**config.mk**
```make
export PLATFORM = sky130hd
export DESIGN_NAME = host_link
export DESIGN_NICKNAME = d
export VERILOG_FILES = /design/src/rtl/host_link_pkg.sv /design/src/rtl/host_link_timer.sv /design/src/rtl/host_link.sv
export SDC_FILE = /design/constraint.sdc
export NUM_CORES = 1
export LEC_CHECK = 0
export ABC_AREA = 1
export CORE_MARGIN = 5
export CORE_UTILIZATION = 23
export CTS_CLUSTER_SIZE = 8
export DETAILED_ROUTE_END_ITERATION = 8
export PLACE_DENSITY_LB_ADDON = 0.3
export SYNTH_ARGS = -nofsm -noshare
export SYNTH_HDL_FRONTEND = slang
export SYNTH_SLANG_ARGS = --single-unit
```
**constraint.sdc**
```tcl
create_clock -name clk -period 1.5 [get_ports clk]
set_clock_uncertainty 0.15 [all_clocks]
set_input_delay 0.3 -clock clk [delete_from_list [all_inputs] [get_ports clk]]
set_output_delay 0.3 -clock clk [all_outputs]
set_load 0.005 [all_outputs]
```
**src/rtl/host_link_pkg.sv**
```systemverilog
// Shared definitions for the host link command/result stage.
// State encodings, data widths and the timeout result sentinel.
package stack_defs;

  localparam int DATA_W = 16;
  localparam int BYTE_W = 8;

  localparam logic [2:0] ST_IDLE  = 3'd0;
  localparam logic [2:0] ST_RX_LO = 3'd1;
  localparam logic [2:0] ST_GO    = 3'd2;
  localparam logic [2:0] ST_RUN   = 3'd3;
  localparam logic [2:0] ST_TX_HI = 3'd4;
  localparam logic [2:0] ST_TX_LO = 3'd5;

  localparam logic [DATA_W-1:0] TIMEOUT_SENTINEL = 16'hFFFF;

  typedef enum logic [2:0] {
    IDLE  = ST_IDLE,
    RX_LO = ST_RX_LO,
    GO    = ST_GO,
    RUN   = ST_RUN,
    TX_HI = ST_TX_HI,
    TX_LO = ST_TX_LO
  } state_e;

  function automatic logic [BYTE_W-1:0] sat_inc(
    input logic [BYTE_W-1:0] v
  );
    return (v == '1) ? v : v + 1'b1;
  endfunction

endpackage

```
**src/rtl/host_link_timer.sv**
```systemverilog
// Run-length counter with terminal-count flag for the host link.
// Clear wins over enable; flag compares the current count.
module host_link_timer #(
  parameter int TIMEOUT_CYCLES = 100000,
  parameter int TIMEOUT_W      = 17
) (
  input  logic clk,
  input  logic rst_i,
  input  logic clr_i,
  input  logic en_i,
  output logic tc_o
);

  logic [TIMEOUT_W-1:0] cnt_q;
  logic [TIMEOUT_W-1:0] cnt_d;

  always_comb begin
    cnt_d = cnt_q;
    if (clr_i) begin
      cnt_d = '0;
    end else if (en_i) begin
      cnt_d = cnt_q + 1'b1;
    end
  end

  always_ff @(posedge clk) begin
    if (rst_i) begin
      cnt_q <= '0;
    end else begin
      cnt_q <= cnt_d;
    end
  end

  assign tc_o = (cnt_q == TIMEOUT_W'(TIMEOUT_CYCLES - 1));

endmodule

```
**src/rtl/host_link.sv**
```systemverilog
// Host-side command/result stage: two rx bytes form an operand,
// the core is started, and its answer goes back as two tx bytes.
module host_link
  import stack_defs::*;
#(
  parameter int TIMEOUT_CYCLES = 100000,
  parameter int TIMEOUT_W      = 17
) (
  input  logic              clk,
  input  logic              async_reset,
  input  logic [BYTE_W-1:0] rx_data,
  input  logic              rx_valid,
  output logic [BYTE_W-1:0] tx_data,
  output logic              tx_valid,
  input  logic              tx_ready,
  output logic [DATA_W-1:0] user_input,
  output logic              go,
  input  logic              done,
  input  logic [DATA_W-1:0] answer,
  output logic              busy,
  output logic              timeout,
  output logic [BYTE_W-1:0] drop_count
);

  state_e              state_q, state_d;
  logic [DATA_W-1:0]   ui_q, ui_d;
  logic [DATA_W-1:0]   res_q, res_d;
  logic                to_q, to_d;
  logic [BYTE_W-1:0]   drop_q, drop_d;
  logic                tmr_clr;
  logic                tmr_en;
  logic                tmr_tc;

  host_link_timer #(
    .TIMEOUT_CYCLES(TIMEOUT_CYCLES),
    .TIMEOUT_W     (TIMEOUT_W)
  ) u_timer (
    .clk  (clk),
    .rst_i(async_reset),
    .clr_i(tmr_clr),
    .en_i (tmr_en),
    .tc_o (tmr_tc)
  );

  always_comb begin
    state_d = state_q;
    ui_d    = ui_q;
    res_d   = res_q;
    to_d    = to_q;
    drop_d  = drop_q;
    tmr_clr = 1'b0;
    tmr_en  = 1'b0;
    unique case (state_q)
      IDLE: begin
        if (rx_valid) begin
          ui_d[15:8] = rx_data;
          state_d    = RX_LO;
        end
      end
      RX_LO: begin
        if (rx_valid) begin
          ui_d[7:0] = rx_data;
          state_d   = GO;
        end
      end
      GO: begin
        to_d    = 1'b0;
        tmr_clr = 1'b1;
        state_d = RUN;
      end
      RUN: begin
        tmr_en = 1'b1;
        if (done) begin
          res_d   = answer;
          state_d = TX_HI;
        end else if (tmr_tc) begin
          res_d   = TIMEOUT_SENTINEL;
          to_d    = 1'b1;
          state_d = TX_HI;
        end
      end
      TX_HI: begin
        if (tx_ready) begin
          state_d = TX_LO;
        end
      end
      TX_LO: begin
        if (tx_ready) begin
          state_d = IDLE;
        end
      end
      default: state_d = IDLE;
    endcase
    // Bytes are only consumed while assembling an operand
    if (rx_valid && state_q != IDLE && state_q != RX_LO) begin
      drop_d = sat_inc(drop_q);
    end
  end

  always_ff @(posedge clk) begin
    if (async_reset) begin
      state_q <= IDLE;
      ui_q    <= '0;
      res_q   <= '0;
      to_q    <= 1'b0;
      drop_q  <= '0;
    end else begin
      state_q <= state_d;
      ui_q    <= ui_d;
      res_q   <= res_d;
      to_q    <= to_d;
      drop_q  <= drop_d;
    end
  end

  always_comb begin
    tx_data = '0;
    if (state_q == TX_HI) begin
      tx_data = res_q[15:8];
    end else if (state_q == TX_LO) begin
      tx_data = res_q[7:0];
    end
  end

  assign tx_valid   = (state_q == TX_HI) || (state_q == TX_LO);
  assign go         = (state_q == GO);
  assign busy       = (state_q != IDLE);
  assign user_input = ui_q;
  assign timeout    = to_q;
  assign drop_count = drop_q;

endmodule

```
Word-level counts from Yosys, hierarchy flattened
Cells that the tools add are included.
{ "word_totals": {"elab_cells": 55, "in_bits": 29, "register_bits": 61} }
{ "op_classes": {"mux": 16, "add_sub_neg": 2, "n_reduce_logical": 14, "n_eq_ne": 15, "bitwise_logic": 1} }
{ "ops": {"columns": ["cell", "n"], "rows": [
  ["two-way mux 16 bit", 2],
  ["two-way mux 3 bit", 6],
  ["case mux 3 bit (6 select lines)", 1],
  ["adder 17 x 1 -> 17 bit (second input constant)", 1],
  ["== test 17 bit (second input constant)", 1],
  ["two-way mux 8 bit", 2],
  ["!= test 2 bit (second input constant)", 6],
  ["adder 8 x 1 -> 8 bit (second input constant)", 1],
  ["== test 8 bit (second input constant)", 1],
  ["AND reduction 2 bit", 4],
  ["== test 3 x 2 -> 1 bit (second input constant)", 2],
  ["== test 3 bit (second input constant)", 2],
  ["AND reduction 5 bit", 1],
  ["two-way mux 1 bit", 4],
  ["nonzero test 2 bit", 2],
  ["== test 3 x 1 -> 1 bit (second input constant)", 1],
  ["logical NOT 3 bit", 1],
  ["!= test 3 x 1 -> 1 bit (second input constant)", 1],
  ["!= test 3 bit (second input constant)", 1],
  ["AND reduction 3 bit", 1],
  ["nonzero test 3 bit", 1],
  ["logical AND 1 bit", 2],
  ["case mux 1 bit (2 select lines)", 1],
  ["OR reduction 2 bit", 1],
  ["2 further kinds", 2]
]} }

Logic depth before layout (Yosys ltp)
Gate-level depths: netlist of the first run.
{ "logic_depth": {"depth_word": 4, "mapped_depth": 9} }

By module
Synthesis of the first run repeated with hierarchy kept, for this count alone.
{ "unflattened": {"cells_unflattened": 415, "hier_area_um2": 2894.0} }
{ "modules_own_cells": {"columns": ["mod", "instances", "cells_per_inst", "area_per_inst_um2"], "rows": [
  ["host_link", 1, 280, 2019.4],
  ["host_link_timer", 1, 135, 874.6]
]} }

Least setup slack after synthesis of the first run
OpenSTA, ideal clock, no wires.
{ "synth_timing": {"path_kind": "flip-flop to flip-flop", "start": "reg u_timer.cnt_q[0]", "end": "reg res_q[10]", "period_less_slack_ns": 1.594, "required_ns": 1.280, "setup_slack_ns": -0.094, "path_stages_with_launch": 9, "n_path_buf": 1, "t_arrival_ns": 1.374, "cell_sequence": "dfxtp_1 -> ha_1 -> nand3_1 -> nor2_1 -> nand3_1 -> nand2_1 -> nand2_2 -> buf_2 -> a21oi_1"} }
{ "synth_via": {"elab_chain_cells": 3} }
{ "synth_rtl": {"columns": ["element", "line", "rtl"], "rows": [
  ["start, declared", "host_link_timer.sv:14", "logic [TIMEOUT_W-1:0] cnt_q;"],
  ["start signal, assigned", "host_link_timer.sv:30", "cnt_q <= cnt_d;"],
  ["== test 17 bit", "host_link_timer.sv:34", "assign tc_o = (cnt_q == TIMEOUT_W'(TIMEOUT_CYCLES - 1));"],
  ["nonzero test 2 bit (no source line)", null, null],
  ["AND reduction 2 bit (no source line)", null, null],
  ["end signal, assigned", "host_link.sv:110", "res_q <= res_d;"],
  ["end, declared", "host_link.sv:27", "logic [DATA_W-1:0] res_q, res_d;"]
]} }
Every way passes these cells.
A chain may end at the register's enable or synchronous reset.

Final worst setup path of the first run
{ "layout_timing": {"start": "reg state_q[0]", "end": "out tx_data[2]"} }
{ "layout_via": {"elab_chain_cells": 3} }
{ "layout_rtl": {"columns": ["element", "line", "rtl"], "rows": [
  ["start, declared", "host_link.sv:25", "state_e state_q, state_d;"],
  ["start signal, assigned", "host_link.sv:108", "state_q <= state_d;"],
  ["== test 3 bit", "host_link.sv:120", "end else if (state_q == TX_LO) begin"],
  ["two-way mux 8 bit", "host_link.sv:120", null],
  ["two-way mux 8 bit (*)", "host_link.sv:118", "if (state_q == TX_HI) begin"],
  ["end, declared", "host_link.sv:13", "output logic [BYTE_W-1:0] tx_data,"]
]} }
Mark *: on every way between the ends. The rest lies on a longest branch, timed or not.

==> results_dict.tcl, run 1 <==
set metrics [dict create \
    fin_ws_ns -0.2591 \
    die_area_um2 14620 \
    setup_viol 22 \
    drtPass1Iterations 4 \
    ios 65 \
    synth-xor-area-share 0.02166 \
    placed_cells 681 \
    finish.net_count 571 \
    vias_per_cell 4.241 \
    max-cap-violations 0 \
    syn2layout_area_growth_pct 70.03 \
    clkTransAtPathRegs_ns 0.05 \
    wl_per_cell_um 12.24 \
    place_area_um2 4020 \
    power_mw 4.860 \
    first_iter_violations 98 \
    cp_slowest_cell "dfxtp_2" \
    ant_nets 0 \
    htree_levels 3 \
    gr-usage-all-layers 0.1158 \
    fmax_mhz 568.5 \
    grt_first_pass_wirelength_um 13700 \
    grt_max_degree 20 \
    insertedDiodeCount 0 \
    worstPathCellList "inv_2 > nor2_4 > nand2_4 > o22ai_2 > buf_2" \
    synth_nets 444 \
    hp-class "reg -> reg" \
    layout_commonest_cell "nand2_1" \
    clock_sinks 61 \
    start_kind "flop" \
    wl_um 8724 \
    crit_path_max_fanout 8 \
    synthMuxAreaShare 0 \
    final_cell_mix "nand2_1, inv_1, dfxtp_1" \
    clock_latency_ns 0.33 \
    cp-end-kind "output pin" \
    slowest_delay_ns 0.37 \
    synthCells 413 \
    synth_adder_area_share 0.008842 \
    drc 0 \
    netlist_area_um2 2830 \
    overflow 0 \
    synth.yosys.seq_area_share 0.4315 \
    final_util 0.3990 \
    synth_top_family_by_area "simple AND/OR/NAND/NOR gates" \
    path_class "reg -> out" \
    gp_congestion 0.8190 \
    min_period_ns 1.759 \
    antenna_found_initial 0 \
    cts-root-buf "clkbuf_16" \
    critPathArrivalTime_ns 1.31 \
    dp_hpwl_um 5950 \
    worst_slew_pin_slew_ns 0.2792 \
    start_util 0.2346 \
    rows 40 \
    drive_gt1_frac 0.3284 \
    final_cell_count_no_fill 713 \
    final-max-slew-violation-count 0 \
    fin_crit_sh 1.173 \
    grt_pass1_vias 2942 \
    final_area_um2 4812 \
    cts_buffers 9 \
    grt_setup_unrepaired "yes" \
    cts_max_path_buffers 2 \
    ys_ff_latch 61 \
    finalHoldViolations 0 \
    maxSlewHeadroom 0.8133 \
    core_um2 12060 \
    violations "setup timing" \
    crit_required_ns 1.05 \
    dieWidth_um 120.9 \
    die_y_um 120.9 \
    vias 3024 \
    p_leak_nw 1.890 \
    synth_compound_area_frac 0.1852 \
    synth_simple_gate_area_frac 0.2644 \
    cts_tree "done" \
    power.density_nw_per_um2 1010 \
    synth.distinct_cells 28 \
    io_buffer_count 64 \
    outcome "finished, violations left" \
    syn_avg_cell_area_um2 6.853 \
    yosysWarnings 0 \
    peakVddDrop_v 0.0007105 \
]
-- worst max-delay path, delay by kind of cell, from the launching register on --
kind / cells / cell delay, ns
AOI/OAI and AO/OA: 1 / 0.15
buffers and inverters: 2 / 0.19
DFF: 1 / 0.37
and+or+nand+nor: 2 / 0.27
-- synthesized netlist by cell type --
| library cell | number | area [um^2] |
|---|---|---|
| clkinv_1 | 1 | 3.750 |
| nand2_2 | 3 | 18.77 |
| nor2_1 | 53 | 198.9 |
| inv_1 | 50 | 187.7 |
| buf_6 | 1 | 11.26 |
| a21oi_1 | 49 | 245.2 |
| o21bai_1 | 1 | 7.510 |
| clkbuf_1 | 2 | 7.510 |
| xor2_1 | 4 | 35.03 |
| a22oi_1 | 1 | 7.510 |
| o21ai_0 | 41 | 205.2 |
| nand3b_1 | 2 | 15.01 |
| ha_1 | 2 | 25.02 |
| nor2_2 | 1 | 6.260 |
| nor2_4 | 2 | 22.52 |
| buf_1 | 2 | 7.510 |
| nand2_1 | 93 | 349.1 |
| buf_2 | 5 | 25.02 |
| or2_0 | 2 | 12.51 |
| inv_2 | 2 | 7.510 |
| nand4_1 | 4 | 25.02 |
| nor3_1 | 3 | 15.01 |
| nand3_1 | 15 | 75.07 |
| o22ai_1 | 8 | 50.05 |
| xnor2_1 | 3 | 26.28 |
| nand3_2 | 1 | 10.01 |
| o21ai_2 | 1 | 8.760 |
| dfxtp_1 | 61 | 1221 |
-- power breakdown --
group / switching, mW / total, mW / leakage, nW / internal [mW]
Clock: 0.726 / 2.00 / 0.145 / 1.27
Combinational: 0.511 / 1.05 / 1.24 / 0.543
Sequential: 0.0775 / 1.81 / 0.504 / 1.73
Total: 1.32 / 4.86 / 1.89 / 3.54
-- repair_timing --
item	in CTS	in global routing
hold buffers	0	0
resized for setup	130	89
pin swaps	15	19
endpoints found under the setup margin	77	57
gates cloned	1	1
setup buffers	7	8
-- worst paths after layout --
kind | cells past startpoint | to | startpoint | slack [ns]
max | 5 | tx_data[2] | state_q[0] | -0.26
min | 2 | user_input[13] | user_input[13] | 0.30
max reg2reg | 9 | u_timer.cnt_q[6] | state_q[0] | -0.10
min reg2reg | 2 | user_input[13] | user_input[13] | 0.30
-- cell type report --
class                      count  area, um^2
clock buffer                   9       225.2
sequential                    61        1255
inverter                      53       206.4
timing repair buffer         126        1132
tap                          168       210.2
multi-input combinational    289        1717
fill                        1233        7249
clock inverter                 7       66.31
-- state kept, by name, indices dropped and copies added, names as in the netlist --
signal and count:
state_q 3, timeout 1, res_q 16, user_input 16, drop_count 8, u_timer.cnt_q 17
-- cells by family (layout without fill, tap and decap cells) --
kind of cell	count (synthesis)	in the layout
and+or+nand+nor	179	179
AOI/OAI and AO/OA	101	101
buffers and inverters	63	195
DFF	61	61
xor gates and xnor gates	7	7
adders and majority gates	2	2
-- routing by layer --
layer | part of all wire | vias up | track usage
met3 | 0.058 | 7 | 0.04615
met1 | 0.44 | 1366 | 0.1400
met4 | 0.0080 | 0 | 0.03258
met5 | 0 | - | 0
met2 | 0.49 | 60 | 0.1900
li1 | - | 1591 | -
-- per-stage QoR --
step | TNS (ns) | hold WS, ns | setup WS (ns)
4_1_cts | -2.112 | 0.2995 | -0.2375
3_3_place_gp | -10.02 | 0.2871 | -0.3977
2_1_floorplan | 0 | 0.2840 | 0.01861
6_report | -2.414 | 0.2965 | -0.2591
3_5_place_dp | -11.52 | 0.2927 | -0.4470
5_1_grt | -4.387 | 0.3102 | -0.3129
Power figures use the tool's default switching activity.
==> run 2: changes to the inputs <==
--- a/config.mk
+++ b/config.mk
@@ -10,7 +10,7 @@
 export CORE_UTILIZATION = 23
 export CTS_CLUSTER_SIZE = 8
 export DETAILED_ROUTE_END_ITERATION = 8
-export PLACE_DENSITY_LB_ADDON = 0.3
+export PLACE_DENSITY = 0.54
 export SYNTH_ARGS = -nofsm -noshare
 export SYNTH_HDL_FRONTEND = slang
 export SYNTH_SLANG_ARGS = --single-unit
==> run 2 against run 1 <==
The flow still finishes with violations (setup timing). Critical path depth stayed put. Utilization is 3.8 points higher. First-iteration DRC count is 33% higher. Worst hold slack worse by 0.0048 ns. Setup slack worse by 0.024 ns. Sequential cell count stayed put. Maximum frequency is 1.4% lower. Power is 2.9% higher. Final cell count is 2.4% higher. Critical path type unchanged. Largest cell class unchanged. Highest routed layer unchanged.
==> results_dict.tcl, run 2 (synthesized netlist as in run 1, its figures left out) <==
set metrics [dict create \
    outcome "finished, violations left" \
    violations "setup timing" \
    fin_ws_ns -0.2835 \
    core_um2 12060 \
    htree_levels 3 \
    largest_register_ffs 17 \
    clock_sinks 61 \
    drtPass1Iterations 4 \
    min_period_ns 1.784 \
    use_met3 0.04289 \
    holdPathEnd "user_input[10]" \
    tns_ns -5.350 \
    first_iter_violations 130 \
    dp_hpwl_um 6070 \
    ff2ff_path_depth 10 \
    grt_first_pass_wirelength_um 14230 \
    antenna_found_initial 0 \
    power.density_nw_per_um2 948.9 \
    max-cap-violations 0 \
    die_y_um 120.9 \
    layout_commonest_cell "nand2_1" \
    holdPathStages 2 \
    grtUsageMet1 0.1493 \
    insertedDiodeCount 0 \
    slowest_delay_ns 0.37 \
    crit_required_ns 1.05 \
    fin_crit_sh 1.189 \
    cts_tree "done" \
    die_area_um2 14620 \
    drc 0 \
    use_met2 0.1952 \
    dieWidth_um 120.9 \
    regMostFlops "u_timer.cnt_q" \
    p_leak_nw 2.118 \
    final_cell_mix "nand2_1, buf_4, inv_1, dfxtp_1, nor2_1" \
    hp-class "reg -> reg" \
    cts-root-buf "clkbuf_16" \
    finalHoldViolations 0 \
    start_kind "flop" \
    final_cell_count_no_fill 730 \
    final-max-slew-violation-count 0 \
    top_usage_layer "met2" \
    cts_max_path_buffers 2 \
    start_util 0.2346 \
    io_buffer_count 64 \
    rows 40 \
    peakVddDrop_v 0.0006304 \
    r2r_start "state_q[1]" \
    overflow 0 \
    crit_path_max_fanout 5 \
    worstPathCellList "nor2_4 > buf_4 > nand2_4 > o22ai_2 > buf_2" \
    maxSlewHeadroom 0.6563 \
    cp_slowest_cell "dfxtp_4" \
    wl_per_cell_um 13.05 \
    vias_per_cell 4.423 \
    gp_congestion 0.8714 \
    finish.net_count 588 \
    fmax_mhz 560.7 \
    ant_nets 0 \
    grt_setup_unrepaired "yes" \
    n_fill_cell 1182 \
    worstReg2RegEnd "u_timer.cnt_q[6]" \
    clkTransAtPathRegs_ns 0.05 \
    path_class "reg -> out" \
    cp-end-kind "output pin" \
    worst_slew_pin_slew_ns 0.5147 \
    worstHoldStart "user_input[10]" \
    whs_ns 0.2917 \
    grt_max_degree 37 \
    syn2layout_area_growth_pct 86.12 \
    drive_gt1_frac 0.4253 \
    grt_pass1_vias 3085 \
    wl_um 9527 \
    placed_cells 688 \
    critPathArrivalTime_ns 1.33 \
    gr-usage-all-layers 0.1200 \
    vias 3229 \
    setup_viol 51 \
    clock_latency_ns 0.33 \
    ff2ff_setup_slack_ns -0.17 \
    ios 65 \
    cts_buffers 9 \
]
[run 2: changes by cell type in the layout (fill, tap and decap cells not counted), moves of 4 or more]
cell     change
a21oi_1     -19
a21oi_2     +19
o21ai_1     -16
nand2_1     -11
o21ai_2      +9
nand2_4      +7
buf_4        +6
buf_12       +4
nand2_2      +4
o21ai_0      +4
[run 2: final cells by class]
cell class	count	area, um^2	share of cell area
Sequential cell	61	1249	0.2371
Multi-Input combinational cell	292	2001	0.3798
Inverter	53	216.5	0.04109
Tap cell	168	210.2	0.03991
Clock inverter	4	22.52	0.004276
Timing Repair Buffer	140	1313	0.2492
Clock buffer	12	256.5	0.04869
[run 2: worst max path at each step]
stage,startpoint,endpoint,slack (ns)
2_1_floorplan,u_timer.cnt_q[0],res_q[10],0.02
3_3_place_gp,state_q[0],tx_data[3],-0.42
3_5_place_dp,state_q[0],tx_data[3],-0.44
4_1_cts,state_q[1],tx_data[3],-0.25
5_1_grt,state_q[1],tx_data[4],-0.33
6_report,state_q[1],tx_data[1],-0.28
[run 2: repair_timing]
action,in CTS,in global routing
resized for setup,149,133
setup endpoints to repair,76,65
gates cloned,2,2
buffers inserted,8,14
hold buffers,0,0
pin swaps,14,39
[run 2: critical path, delay by kind of cell (launching register included)]
kind | cells | cell delay [ns]
and+or+nand+nor | 2 | 0.22
AOI/OAI and AO/OA | 1 | 0.15
buffers and inverters | 2 | 0.28
DFF | 1 | 0.37
[run 2: report_power, final]
part | internal, mW | switching (mW) | total [mW] | leakage [nW]
combinational | 0.642 | 0.631 | 1.27 | 1.48
clock | 1.20 | 0.723 | 1.92 | 0.138
sequential | 1.73 | 0.0708 | 1.81 | 0.503
total | 3.57 | 1.42 | 5.00 | 2.12
[run 2: through the flow]
| step | setup WS (ns) | area (um^2) | utilization | power, mW |
|---|---|---|---|---|
| floorplan | 0.01861 | 2865 | - | 2.141 |
| detailed placement | -0.4429 | 4073 | 0.3377 | 2.661 |
| global route | -0.3282 | 5268 | 0.4367 | 5.228 |
| CTS | -0.2539 | 4586 | 0.3802 | 4.751 |
| global placement | -0.4169 | 4073 | 0.3377 | 2.655 |
| finish | -0.2835 | 5268 | 0.4367 | 4.998 |
[run 2: metal layers]
| metal | up-vias | wire length [um] |
|---|---|---|
| met3 | 16 | 490 |
| li1 | 1635 | - |
| met2 | 67 | 4617 |
| met5 | - | 0 |
| met4 | 0 | 138 |
| met1 | 1511 | 4281 |
